<file path="src/rtl/alu_pkg.sv">
// Shared opcode map, flag bit indices and writeback sequencer states.
package alu_pkg;

  localparam logic [3:0] OP_ADD = 4'b0000;
  localparam logic [3:0] OP_SUB = 4'b0001;
  localparam logic [3:0] OP_RSB = 4'b0010;
  localparam logic [3:0] OP_ADC = 4'b0011;
  localparam logic [3:0] OP_SBC = 4'b0100;
  localparam logic [3:0] OP_AND = 4'b0101;
  localparam logic [3:0] OP_ORR = 4'b0110;
  localparam logic [3:0] OP_EOR = 4'b0111;
  localparam logic [3:0] OP_STR = 4'b1000;
  localparam logic [3:0] OP_CMP = 4'b1011;
  localparam logic [3:0] OP_LDR = 4'b1101;
  localparam logic [3:0] OP_NOP = 4'b1111;

  localparam int FLAG_N = 3;
  localparam int FLAG_Z = 2;
  localparam int FLAG_C = 1;
  localparam int FLAG_V = 0;

  typedef enum logic [1:0] {ST_IDLE, ST_MEM_REQ, ST_MEM_DONE} wb_state_e;

  function automatic logic is_alu_write(input logic [3:0] op);
    return ~op[3];
  endfunction

  // Every opcode outside the named classes is a store.
  function automatic logic is_str(input logic [3:0] op);
    return op[3] && op != OP_CMP && op != OP_LDR && op != OP_NOP;
  endfunction

  function automatic logic sets_flags(input logic [3:0] op, input logic s);
    return (s && op <= OP_AND) || op == OP_CMP;
  endfunction

endpackage

</file>
<file path="src/rtl/alu_writeback_mem_fsm.sv">
// Single-outstanding load/store sequencer: IDLE -> MEM_REQ -> (MEM_DONE for loads) -> IDLE.
module wb_mem_fsm
  import alu_pkg::*;
#(
  parameter int REG_AW = 4,
  parameter int DW     = 32
) (
  input  logic              clk,
  input  logic              rst_n,
  input  logic              start,
  input  logic              start_we,
  input  logic [DW-1:0]     start_addr,
  input  logic [DW-1:0]     start_wdata,
  input  logic [REG_AW-1:0] start_rd,
  input  logic              mem_ack,
  input  logic [DW-1:0]     mem_rdata,
  output logic              in_ready,
  output logic              mem_req,
  output logic              mem_we,
  output logic [DW-1:0]     mem_addr,
  output logic [DW-1:0]     mem_wdata,
  output logic              ld_we,
  output logic [REG_AW-1:0] ld_addr,
  output logic [DW-1:0]     ld_data
);

  wb_state_e         state;
  logic [REG_AW-1:0] ld_rd;

  always_ff @(posedge clk) begin
    if (!rst_n) begin
      state     <= ST_IDLE;
      in_ready  <= 1'b1;
      mem_req   <= 1'b0;
      mem_we    <= 1'b0;
      mem_addr  <= '0;
      mem_wdata <= '0;
      ld_rd     <= '0;
    end else begin
      case (state)
        ST_IDLE: if (start) begin
          state     <= ST_MEM_REQ;
          in_ready  <= 1'b0;
          mem_req   <= 1'b1;
          mem_we    <= start_we;
          mem_addr  <= start_addr;
          mem_wdata <= start_wdata;
          ld_rd     <= start_rd;
        end
        ST_MEM_REQ: if (mem_ack) begin
          mem_req  <= 1'b0;
          state    <= mem_we ? ST_IDLE : ST_MEM_DONE;
          in_ready <= mem_we;
        end
        ST_MEM_DONE: begin
          state    <= ST_IDLE;
          in_ready <= 1'b1;
        end
        default: begin
          state    <= ST_IDLE;
          in_ready <= 1'b1;
          mem_req  <= 1'b0;
        end
      endcase
    end
  end

  // Load data is taken straight off the ack beat; the top registers it into Rf_W*.
  assign ld_we   = (state == ST_MEM_REQ) && mem_ack && !mem_we;
  assign ld_addr = ld_rd;
  assign ld_data = mem_rdata;

endmodule

</file>
<file path="src/rtl/alu_writeback.sv">
// Execute-to-writeback stage: result capture, NZCV register, RF write mux, memory sequencing.
// Define ALU_WB_FWD_EN to expose the Fwd_* same-cycle bypass outputs.
module alu_writeback
  import alu_pkg::*;
#(
  parameter int REG_AW = 4,
  parameter int DW     = 32
) (
  input  logic              Clk,
  input  logic              Reset_n,
  input  logic              In_Valid,
  output logic              In_Ready,
  input  logic [3:0]        Opcode,
  input  logic              S,
  input  logic              Condition_met,
  input  logic [DW-1:0]     Result,
  input  logic [3:0]        Flags_In,
  input  logic [REG_AW-1:0] Rd,
  input  logic [DW-1:0]     Store_Data,
  output logic              Rf_We,
  output logic [REG_AW-1:0] Rf_Waddr,
  output logic [DW-1:0]     Rf_Wdata,
  output logic [3:0]        Flags,
  output logic              Mem_Req,
  output logic              Mem_We,
  output logic [DW-1:0]     Mem_Addr,
  output logic [DW-1:0]     Mem_Wdata,
  input  logic              Mem_Ack,
  input  logic [DW-1:0]     Mem_Rdata
`ifdef ALU_WB_FWD_EN
  ,
  output logic              Fwd_Valid,
  output logic [REG_AW-1:0] Fwd_Addr,
  output logic [DW-1:0]     Fwd_Data
`endif
);

  logic              live;
  logic              alu_wr;
  logic              flag_upd;
  logic              mem_start;
  logic              ld_we;
  logic [REG_AW-1:0] ld_addr;
  logic [DW-1:0]     ld_data;

  // Condition-failed and NOP instructions retire silently.
  assign live      = In_Valid && In_Ready && Condition_met && Opcode != OP_NOP;
  assign alu_wr    = live && is_alu_write(Opcode);
  assign flag_upd  = live && sets_flags(Opcode, S);
  assign mem_start = live && (Opcode == OP_LDR || is_str(Opcode));

  wb_mem_fsm #(.REG_AW(REG_AW), .DW(DW)) u_mem_fsm (
    .clk        (Clk),
    .rst_n      (Reset_n),
    .start      (mem_start),
    .start_we   (is_str(Opcode)),
    .start_addr (Result),
    .start_wdata(Store_Data),
    .start_rd   (Rd),
    .mem_ack    (Mem_Ack),
    .mem_rdata  (Mem_Rdata),
    .in_ready   (In_Ready),
    .mem_req    (Mem_Req),
    .mem_we     (Mem_We),
    .mem_addr   (Mem_Addr),
    .mem_wdata  (Mem_Wdata),
    .ld_we      (ld_we),
    .ld_addr    (ld_addr),
    .ld_data    (ld_data)
  );

  // ALU writes and load write-back never coincide: In_Ready is low while a load is in flight.
  always_ff @(posedge Clk) begin
    if (!Reset_n) begin
      Rf_We    <= 1'b0;
      Rf_Waddr <= '0;
      Rf_Wdata <= '0;
      Flags    <= 4'b0000;
    end else begin
      Rf_We <= alu_wr || ld_we;
      if (alu_wr) begin
        Rf_Waddr <= Rd;
        Rf_Wdata <= Result;
      end else if (ld_we) begin
        Rf_Waddr <= ld_addr;
        Rf_Wdata <= ld_data;
      end
      if (flag_upd) Flags <= Flags_In;
    end
  end

`ifdef ALU_WB_FWD_EN
  assign Fwd_Valid = Rf_We && Reset_n;
  assign Fwd_Addr  = Rf_Waddr;
  assign Fwd_Data  = Rf_Wdata;
`endif

endmodule

</file>
<file path="config.mk">
export PLATFORM = sky130hd
export DESIGN_NAME = alu_writeback
export DESIGN_NICKNAME = d
export VERILOG_FILES = /design/src/rtl/alu_pkg.sv /design/src/rtl/alu_writeback_mem_fsm.sv /design/src/rtl/alu_writeback.sv
export SDC_FILE = /design/constraint.sdc
export NUM_CORES = 1
export LEC_CHECK = 0
export ABC_AREA = 1
export CORE_MARGIN = 4
export CORE_UTILIZATION = 40
export DETAILED_ROUTE_END_ITERATION = 16
export GPL_TIMING_DRIVEN = 0
export PLACE_DENSITY = 0.76
export SLEW_MARGIN = 20
export SYNTH_ARGS = -nofsm -noshare
export SYNTH_HDL_FRONTEND = slang
export SYNTH_HIERARCHICAL = 1
export SYNTH_SLANG_ARGS = --single-unit
export TNS_END_PERCENT = 50
</file>
<file path="constraint.sdc">
create_clock -name Clk -period 3.85 [get_ports Clk]
set_clock_uncertainty 0.2 [all_clocks]
set_input_delay 0.77 -clock Clk [delete_from_list [all_inputs] [get_ports Clk]]
set_output_delay 0.77 -clock Clk [all_outputs]
set_load 0.02 [all_outputs]
</file>
==> results_dict.tcl <==
set metrics [dict create \
    outcome "finished, final reports clean" \
    hold_class "flop to flop" \
    gr-usage-all-layers_pct 22.1 \
    hpwl_um 12300 \
    end_kind "flop" \
    critPathKind "input port to flop" \
    synth_top_cells_by_count "149 x nor2_1, 121 x nand2_1, 114 x dfxtp_1" \
    crit_slowest_cell "clkdlybuf4s50_1" \
    tightest_slew_ns 0.758 \
    hold_buffers 0 \
    area_growth_pct 52.9 \
    antenna_found_initial 0 \
    reg2reg_setup_slack_ns 1.48 \
    hold_viol 0 \
    diodes 0 \
    netlist_area_um2 5240 \
    vias 5239 \
    critPathMaxStageDelay_ns 0.45 \
    synth_seq_area_share_pct 43.6 \
    numCtsBuffers 17 \
    remaining_drc_errors 0 \
    routed_via_density 4.73 \
    synth_compound_area_share_pct 13.0 \
    setup_violations 0 \
    synth_top_family_by_area "simple AND/OR/NAND/NOR gates" \
    ys.warnings.count 6 \
    synth_area_leaders "dfxtp_1 44%, nor2_1 11%, nand2_1 8.7%" \
    gp_congestion 0.808 \
    path_clk_slew_ns 0.05 \
    synth_mux_area_share_pct 0 \
    synth-xor-area-share_pct 0 \
    cts.repair.resized 0 \
    slew_violations 0 \
    cp_max_fo 10 \
    ys_ff_latch 114 \
    synth_top_flop_cell "dfxtp_1" \
    pin_count 222 \
    maxCapViolCount 0 \
    ant_nets 0 \
    timing.fmax_ghz 0.355 \
    period_share_pct 73.1 \
    fin_crit_ns 2.81 \
    grt_overflow 0 \
    cts_setup_buffers 0 \
    synth_top_area_share_pct 43.6 \
    syn-instance-count 715 \
    grt_setup_unrepaired "false" \
    die-width_um 122 \
    grt_pass1_wl_um 25600 \
    fin_util_pct 62.9 \
    portBuffers 189 \
    postSynthAreaPerCell_um2 7.33 \
    drt_first_pass_iters 5 \
    synthSimpleGateAreaFrac_pct 29.5 \
    cts-root-buf "clkbuf_16" \
    final_nets 1037 \
    drtIter0Drc 309 \
    async_flop_share_pct 0 \
    synth_adder_area_share_pct 0 \
    grt_start_max_net_pins 17 \
    critPathArrivalTime_ns 2.90 \
    synth.most_common_cell "nor2_1" \
    core_area_um2 12700 \
    timing.setup.tns_ns 0 \
    layout-drive-gt1-share_pct 14.4 \
    die_h_um 122 \
    setup_slack_ns 1.04 \
    clkSinkCount 114 \
    clk_latency_ns 0.41 \
    slew_headroom_pct 49.5 \
    power.total_mw 3.58 \
    wl_um 16700 \
    worstPathCellList "clkdlybuf4s50_1 > nand2_1 > nor2_2 > buf_4 > nand2_4 > nor2_1 > nand2_4 > clkbuf_1 > o21ai_0 > nor2_1" \
    synth_edf_count 0 \
    p_leak_nw 3.28 \
    wl_per_cell_um 15.0 \
    dp_slack_ns 0.625 \
    cts_tree "built" \
    grt_pass1_vias 5152 \
    cts_buffer_depth 2 \
    start_util_pct 41.2 \
    yosys.area.top_type "dfxtp_1" \
    crit_path_start_kind "input port" \
    h-tree-depth 4 \
    row_count 41 \
    die_area_um2 15000 \
    n_fill_cell 1211 \
    syn-num-nets 829 \
    ys_types 25 \
    vdd_drop_max_mv 0.259 \
    powerDensity_nw_per_um2 447 \
    worstPathRequired_ns 3.94 \
]
-- area by class of cell --
cell class	count	area [um2]	area share [%]
Clock inverter	9	175	2.19
Timing Repair Buffer	189	1890	23.6
Clock buffer	23	488	6.09
Tap cell	172	215	2.69
Inverter	50	190	2.37
Multi-Input combinational cell	470	2230	27.8
Sequential cell	114	2280	28.5
Buffer	81	539	6.73
-- worst max-delay path: cells and delay by family --
family / cells / cell delay, ns
compound gates: 1 / 0.30
buf+inv: 3 / 0.99
simple gates: 6 / 0.82
-- layer usage --
| metal | vias up | routed length [um] | global-route usage (%) |
|---|---|---|---|
| met1 | 2331 | 6700 | 25.0 |
| met4 | 0 | 176 | 6.58 |
| met3 | 15 | 1800 | 9.54 |
| met2 | 188 | 7980 | 37.7 |
| met5 | - | 0 | 0 |
| li1 | 2705 | - | - |
-- where the power goes --
group	internal (mW)	switching (mW)	leakage, nW	total, mW
clock network	1.21	0.536	0.319	1.75
logic	0.273	0.281	2.03	0.554
registers	1.24	0.0324	0.929	1.28
total	2.73	0.849	3.28	3.58
-- worst paths after layout --
check                           endpoint               start  cells after the start
hold / removal         u_mem_fsm/mem_req   u_mem_fsm/mem_req                      2
setup / recovery  u_mem_fsm/mem_addr[31]       Condition_met                     10
hold reg to reg        u_mem_fsm/mem_req   u_mem_fsm/mem_req                      2
setup reg to reg  u_mem_fsm/mem_addr[31]  u_mem_fsm/in_ready                      9
-- layout by cell type (no fill, tap or decap), drive strengths merged --
cell type / Yosys / final
buf: 62 / 62
nand3b: 5 / 5
clkinv: 0 / 2
o21bai: 1 / 1
a21oi: 40 / 40
inv: 50 / 50
o21ai: 71 / 71
clkbuf: 19 / 42
bufinv: 0 / 5
nor2: 153 / 153
clkdlybuf4s50: 0 / 189
nand2: 124 / 124
dfxtp: 114 / 114
nand4: 36 / 36
clkinvlp: 0 / 2
nor3: 1 / 1
a31oi: 1 / 1
nand3: 38 / 38
-- sequential cells by signal (all words and copies together) (netlist names) --
register and flops:
Flags 4, Rf_Waddr 4, Rf_Wdata 32, Rf_We 1, u_mem_fsm/in_ready 1, u_mem_fsm/ld_addr 4
u_mem_fsm/mem_addr 32, u_mem_fsm/mem_req 1, u_mem_fsm/mem_wdata 32, u_mem_fsm/mem_we 1, u_mem_fsm/state 2
-- stage by stage --
step	std cells	hold WS (ns)	area (um2)
2_1_floorplan	715	0.255	5240
3_3_place_gp	1076	0.254	7340
3_5_place_dp	1076	0.256	7340
4_1_cts	1108	0.266	8010
5_1_grt	1108	0.283	8010
6_report	1108	0.264	8010
-- cells by family (layout without fill, tap and decap cells) --
group / after synthesis / in the layout
compound gates: 113 / 113
simple gates: 357 / 357
flops: 114 / 114
buf+inv: 131 / 352
Power figures use the tool's default switching activity.
